[config.mk]
export PLATFORM = sky130hd
export DESIGN_NAME = data_recv_flat
export DESIGN_NICKNAME = d
export VERILOG_FILES = /design/src/rtl/data_recv_if.sv /design/src/rtl/data_recv.sv /design/src/flat_wrapper.sv
export SDC_FILE = /design/constraint.sdc
export NUM_CORES = 1
export LEC_CHECK = 0
export ABC_AREA = 1
export ABC_CLOCK_PERIOD_IN_PS = 1600
export CAP_MARGIN = 10
export CORE_MARGIN = 4
export CORE_UTILIZATION = 53
export CTS_BUF_LIST = sky130_fd_sc_hd__clkbuf_8
export CTS_CLUSTER_SIZE = 24
export DETAILED_ROUTE_END_ITERATION = 8
export PLACE_DENSITY = 0.83
export SKIP_CTS_REPAIR_TIMING = 1
export SYNTH_ARGS = -nofsm -noshare
export SYNTH_HDL_FRONTEND = slang
export SYNTH_SLANG_ARGS = --single-unit
[constraint.sdc]
create_clock -name clk -period 1.6 [get_ports clk]
set_input_delay 0.16 -clock clk [delete_from_list [all_inputs] [get_ports clk]]
set_output_delay 0.16 -clock clk [all_outputs]
set_load 0.05 [all_outputs]
[src/rtl/data_recv_if.sv]
// Byte-in / FIFO-write bundle for the receive framer.
// master is the framer side; slave is the UART/FIFO environment side.
interface data_recv_if;
  logic [7:0] iData;
  logic       iNewData;
  logic       full;
  logic [7:0] oData;
  logic       oWrclk;
  logic       oFrameDone;
  logic       oTimeout;
  logic       oOverrun;
  logic       oBusy;

  modport master (
    input  iData, iNewData, full,
    output oData, oWrclk, oFrameDone, oTimeout, oOverrun, oBusy
  );

  modport slave (
    output iData, iNewData, full,
    input  oData, oWrclk, oFrameDone, oTimeout, oOverrun, oBusy
  );
endinterface

[src/rtl/data_recv.sv]
// Receive framer: moves UART bytes into the FIFO, counts them into N-byte
// frames, aborts a stalled partial frame after TIMEOUT idle cycles.
module data_recv #(
  parameter int N       = 32,
  parameter int TIMEOUT = 50000
) (
  input  logic         clk,
  input  logic         rst,
  data_recv_if.master  bus
);

  typedef enum logic [1:0] {
    IDLE  = 2'd0,
    LATCH = 2'd1,
    WRITE = 2'd2,
    DONE  = 2'd3
  } state_t;

  localparam int          TW     = $clog2(TIMEOUT + 1);
  localparam logic [9:0]  N_VAL  = 10'(N);
  localparam logic [TW-1:0] TO_MAX = TW'(TIMEOUT);

  state_t          state_r;
  state_t          state_s;
  logic [9:0]      cnt_r;
  logic [9:0]      cnt_inc_s;
  logic [TW-1:0]   to_cnt_r;
  logic [7:0]      cur_r;
  logic [7:0]      pend_data_r;
  logic            pend_valid_r;
  logic            take_pend_s;
  logic            take_new_s;
  logic            counting_s;
  logic            fire_s;
  logic            drop_s;
  logic [7:0]      data_r;
  logic            wrclk_r;
  logic            frame_done_r;
  logic            timeout_r;
  logic            overrun_r;
  logic            busy_r;

  assign cnt_inc_s  = cnt_r + 10'd1;
  // A new strobe in IDLE means the timer is about to be cleared by LATCH entry.
  assign counting_s = (state_r == IDLE) && (cnt_r != 10'd0) && (cnt_r < N_VAL)
                      && !pend_valid_r && !bus.iNewData;
  assign fire_s     = counting_s && (to_cnt_r == TO_MAX);
  assign drop_s     = bus.iNewData && (state_r != IDLE) && pend_valid_r;

  // State register
  always_ff @(posedge clk) begin
    if (!rst) begin
      state_r <= IDLE;
    end else begin
      state_r <= state_s;
    end
  end

  // Next-state and byte-source selection
  always_comb begin
    state_s     = state_r;
    take_pend_s = 1'b0;
    take_new_s  = 1'b0;
    case (state_r)
      IDLE: begin
        if (pend_valid_r) begin
          state_s     = LATCH;
          take_pend_s = 1'b1;
        end else if (bus.iNewData) begin
          state_s    = LATCH;
          take_new_s = 1'b1;
        end else begin
          state_s = IDLE;
        end
      end
      LATCH: state_s = WRITE;
      WRITE: begin
        if (cnt_inc_s == N_VAL) begin
          state_s = DONE;
        end else begin
          state_s = IDLE;
        end
      end
      DONE:    state_s = IDLE;
      default: state_s = IDLE;
    endcase
  end

  // One-entry pending buffer for bytes that arrive while a byte is in flight
  always_ff @(posedge clk) begin
    if (!rst) begin
      pend_valid_r <= 1'b0;
      pend_data_r  <= 8'h00;
    end else if ((state_r == IDLE) && pend_valid_r) begin
      pend_valid_r <= bus.iNewData;
      if (bus.iNewData) begin
        pend_data_r <= bus.iData;
      end
    end else if ((state_r != IDLE) && bus.iNewData && !pend_valid_r) begin
      pend_valid_r <= 1'b1;
      pend_data_r  <= bus.iData;
    end
  end

  // Datapath, frame counter, inter-byte timer and registered outputs
  always_ff @(posedge clk) begin
    if (!rst) begin
      cur_r        <= 8'h00;
      data_r       <= 8'h00;
      wrclk_r      <= 1'b0;
      frame_done_r <= 1'b0;
      timeout_r    <= 1'b0;
      overrun_r    <= 1'b0;
      busy_r       <= 1'b0;
      cnt_r        <= 10'd0;
      to_cnt_r     <= {TW{1'b0}};
    end else begin
      wrclk_r      <= (state_r == LATCH) && !bus.full;
      frame_done_r <= (state_r == WRITE) && (cnt_inc_s == N_VAL);
      timeout_r    <= fire_s;
      busy_r       <= (cnt_r != 10'd0);
      if (take_pend_s) begin
        cur_r <= pend_data_r;
      end else if (take_new_s) begin
        cur_r <= bus.iData;
      end
      if (state_r == LATCH) begin
        data_r <= cur_r;
      end
      if (((state_r == LATCH) && bus.full) || drop_s) begin
        overrun_r <= 1'b1;
      end
      // A byte dropped at a full FIFO still counts toward the frame.
      if (state_r == WRITE) begin
        cnt_r <= cnt_inc_s;
      end else if ((state_r == DONE) || fire_s) begin
        cnt_r <= 10'd0;
      end
      if (counting_s) begin
        if (to_cnt_r != TO_MAX) begin
          to_cnt_r <= to_cnt_r + TW'(1);
        end
      end else begin
        to_cnt_r <= {TW{1'b0}};
      end
    end
  end

  assign bus.oData      = data_r;
  assign bus.oWrclk     = wrclk_r;
  assign bus.oFrameDone = frame_done_r;
  assign bus.oTimeout   = timeout_r;
  assign bus.oOverrun   = overrun_r;
  assign bus.oBusy      = busy_r;

endmodule

[src/flat_wrapper.sv]
// flat-port wrapper written by rule: the top's interface ports become plain ports
module data_recv_flat 
#(
  parameter int N       = 32,
  parameter int TIMEOUT = 50000
)
  (clk, rst, bus_iData, bus_iNewData, bus_full, bus_oData, bus_oWrclk, bus_oFrameDone, bus_oTimeout, bus_oOverrun, bus_oBusy);
  data_recv_if bus_i ();
  input  logic clk;
  input  logic rst;
  input wire logic [$bits(bus_i.iData)-1:0] bus_iData;
  input wire logic [$bits(bus_i.iNewData)-1:0] bus_iNewData;
  input wire logic [$bits(bus_i.full)-1:0] bus_full;
  output wire logic [$bits(bus_i.oData)-1:0] bus_oData;
  output wire logic [$bits(bus_i.oWrclk)-1:0] bus_oWrclk;
  output wire logic [$bits(bus_i.oFrameDone)-1:0] bus_oFrameDone;
  output wire logic [$bits(bus_i.oTimeout)-1:0] bus_oTimeout;
  output wire logic [$bits(bus_i.oOverrun)-1:0] bus_oOverrun;
  output wire logic [$bits(bus_i.oBusy)-1:0] bus_oBusy;
  assign bus_i.iData = bus_iData;
  assign bus_i.iNewData = bus_iNewData;
  assign bus_i.full = bus_full;
  assign bus_oData = bus_i.oData;
  assign bus_oWrclk = bus_i.oWrclk;
  assign bus_oFrameDone = bus_i.oFrameDone;
  assign bus_oTimeout = bus_i.oTimeout;
  assign bus_oOverrun = bus_i.oOverrun;
  assign bus_oBusy = bus_i.oBusy;
  data_recv #(.N(N), .TIMEOUT(TIMEOUT)) u_core (.clk(clk), .rst(rst), .bus(bus_i));
endmodule
==> reports/metrics.yaml <==
run_status: "finished clean"
initial_core_util_pct: 56.2
vdd_drop_max_v: 0.000834
htreeDepth: 3
layout_common_cells: "nand2_1 (70), dfxtp_1 (54), inv_1 (48), nor2_1 (47), a21oi_1 (36)"
wirelength_um: 5850
clk_pin_slew_ns: 0.06
grt_first_pass_wirelength_um: 9990
synthCells: 381
crit_family: "simple AND/OR/NAND/NOR gates"
num_rows: 25
hold_path_class: "in2reg"
track_usage_pct: 20.2
fin_total_pwr_mw: 3.15
vias: 2506
synth_top_area_share_pct: 42.6
wl_per_cell_um: 12.1
p_leak_nw: 1.36
yosys.area.top_type: "dfxtp_1"
fmax_mhz: 667
layout_worst_path_cycle_share_pct: 93.8
critPathKind: "reg2reg"
coreArea_um2: 4850
yosysSeqAreaShare_pct: 42.6
root_buffer: "clkbuf_8"
gp_congestion: 0.891
final_layout_size_suffix_gt1_share_pct: 17.9
final_common_cell: "nand2_1"
max_slew_margin_pct: 78.0
critPathBufInv: 2
synth_warnings: 0
viasPerCell: 5.17
skew_ns: 0.0101
syn_area_um2: 2720
numPortBuffers: 24
worst_slew_pin_slew_ns: 0.329
synth_cell_type_count: 32
nNetsFinal: 429
cp-start-kind: "register"
critPathMaxStageDelay_ns: 0.37
final_hold_viol_count: 0
min_period_ns: 1.50
cts_tree: "built"
num_antenna_cells: 0
hpwl_um: 4210
die_area_um2: 6350
ios: 25
ys_dominant_reg_cell: "dfxtp_1"
place_ws_ns: 0.0198
synth_area_leaders: "dfxtp_1 (43%), nand2_1 (9.7%), a21oi_1 (6.6%)"
cp.required_ns: 1.86
power.density_nw_per_um2: 977
postSynthAreaPerCell_um2: 7.15
drcViolationCount: 0
synth-edff-count: 0
cpMaxStageDelayCell: "dfxtp_2"
numCtsBuffers: 9
grt_max_degree: 27
grt-ovfl-total: 0
clockBufferDepth: 2
drt_pass1_iterations: 4
die_width_um: 79.7
setup_violations: 0
crit_fanout: 7
area_delta_synth_final_pct: 18.3
ant_nets: 0
insertion_delay_ns: 0.34
arrival_ns: 1.76
setup_slack_ns: 0.0997
synth-async-reset-ratio_pct: 0
antenna_found_initial: 0
drtIter0Drc: 137
maxSlewViolCount: 0
dieHeight_um: 79.7
cts.sinks: 58
crit_chain: "inv_1 > ha_1 > nand3_2 > nor2_1 > nor2_2 > nand2_2 > buf_4 > nor3_2"
grt_pass1_vias: 2307
crit_path_end_kind: "register"
syn-num-nets: 397
maxCapViolCount: 0
synth-seq-cells: 58
[worst paths after layout]
check | start | to | slack (ns) | cells past startpoint
setup / recovery | u_core.cnt_r[0] | u_core.to_cnt_r[0] | 0.1 | 8
setup reg to reg | u_core.cnt_r[0] | u_core.to_cnt_r[0] | 0.1 | 8
hold / removal | bus_full | u_core.bus.oWrclk | 0.40 | 2
hold reg to reg | u_core.pend_data_r[7] | u_core.pend_data_r[7] | 0.45 | 2
[registers in the layout, summed over array words and instances, names as in the netlist, 2 cells and up]
register / cells
u_core.to_cnt_r: 16
u_core.cnt_r: 10
u_core.pend_data_r: 8
u_core.bus.oData: 8
u_core.cur_r: 8
u_core.state_r: 2
[kinds of logic (layout without fill, tap and decap cells)]
logic type	after synthesis	in the layout	share of synthesized area [%]
simple gates	184	184	32.5
fa+ha+maj	4	4	1.84
buf+inv	62	99	9.05
compound gates	73	73	13.9
flops	58	58	42.6
[cells in the mapped netlist (all sizes together) (4+ instances only)]
master,n
nand2,74
nor2,59
dfxtp,58
inv,52
a21oi,36
nand3,28
o21ai,27
nor3,13
o22ai,8
buf,5
nand4,5
clkbuf,4
ha,4
[power breakdown]
| group | internal [mW] | switching [mW] |
|---|---|---|
| combinational | 0.124 | 0.232 |
| clock | 0.672 | 0.562 |
| sequential | 1.52 | 0.0407 |
| total | 2.31 | 0.834 |
[layer usage]
layer  GRT usage [%]  wire [µm]  part of all wire [%]  up-vias
li1                -          -                     -     1304
met1            25.5       2710                    46     1127
met2            31.3       2660                    45       65
met3            7.45        384                   6.6       10
met4            7.22        103                   1.8        0
met5               0          0                     0        -
[metrics by stage]
| stage | utilization, % | std cells | hold WS, ns | area [µm²] | TNS (ns) |
|---|---|---|---|---|---|
| finish | 66.5 | 485 | 0.403 | 3220 | 0 |
| global route | 66.5 | 485 | 0.431 | 3220 | -0.0222 |
| CTS | 65.9 | 485 | 0.394 | 3190 | 0 |
| detailed placement | 62.1 | 469 | 0.436 | 3010 | 0 |
| global placement | 62.1 | 469 | 0.431 | 3010 | 0 |
| floorplan | - | 381 | 0.232 | 2720 | 0 |
[final cells by class]
cell class	count	area, µm²
sequential	58	1170
multi-input combinational	261	1340
clock buffer	12	165
fill	401	1630
inverter	53	199
timing repair buffer	30	253
clock inverter	4	17.5
tap	67	83.8
Note: power is estimated with default switching activity, not from simulation.
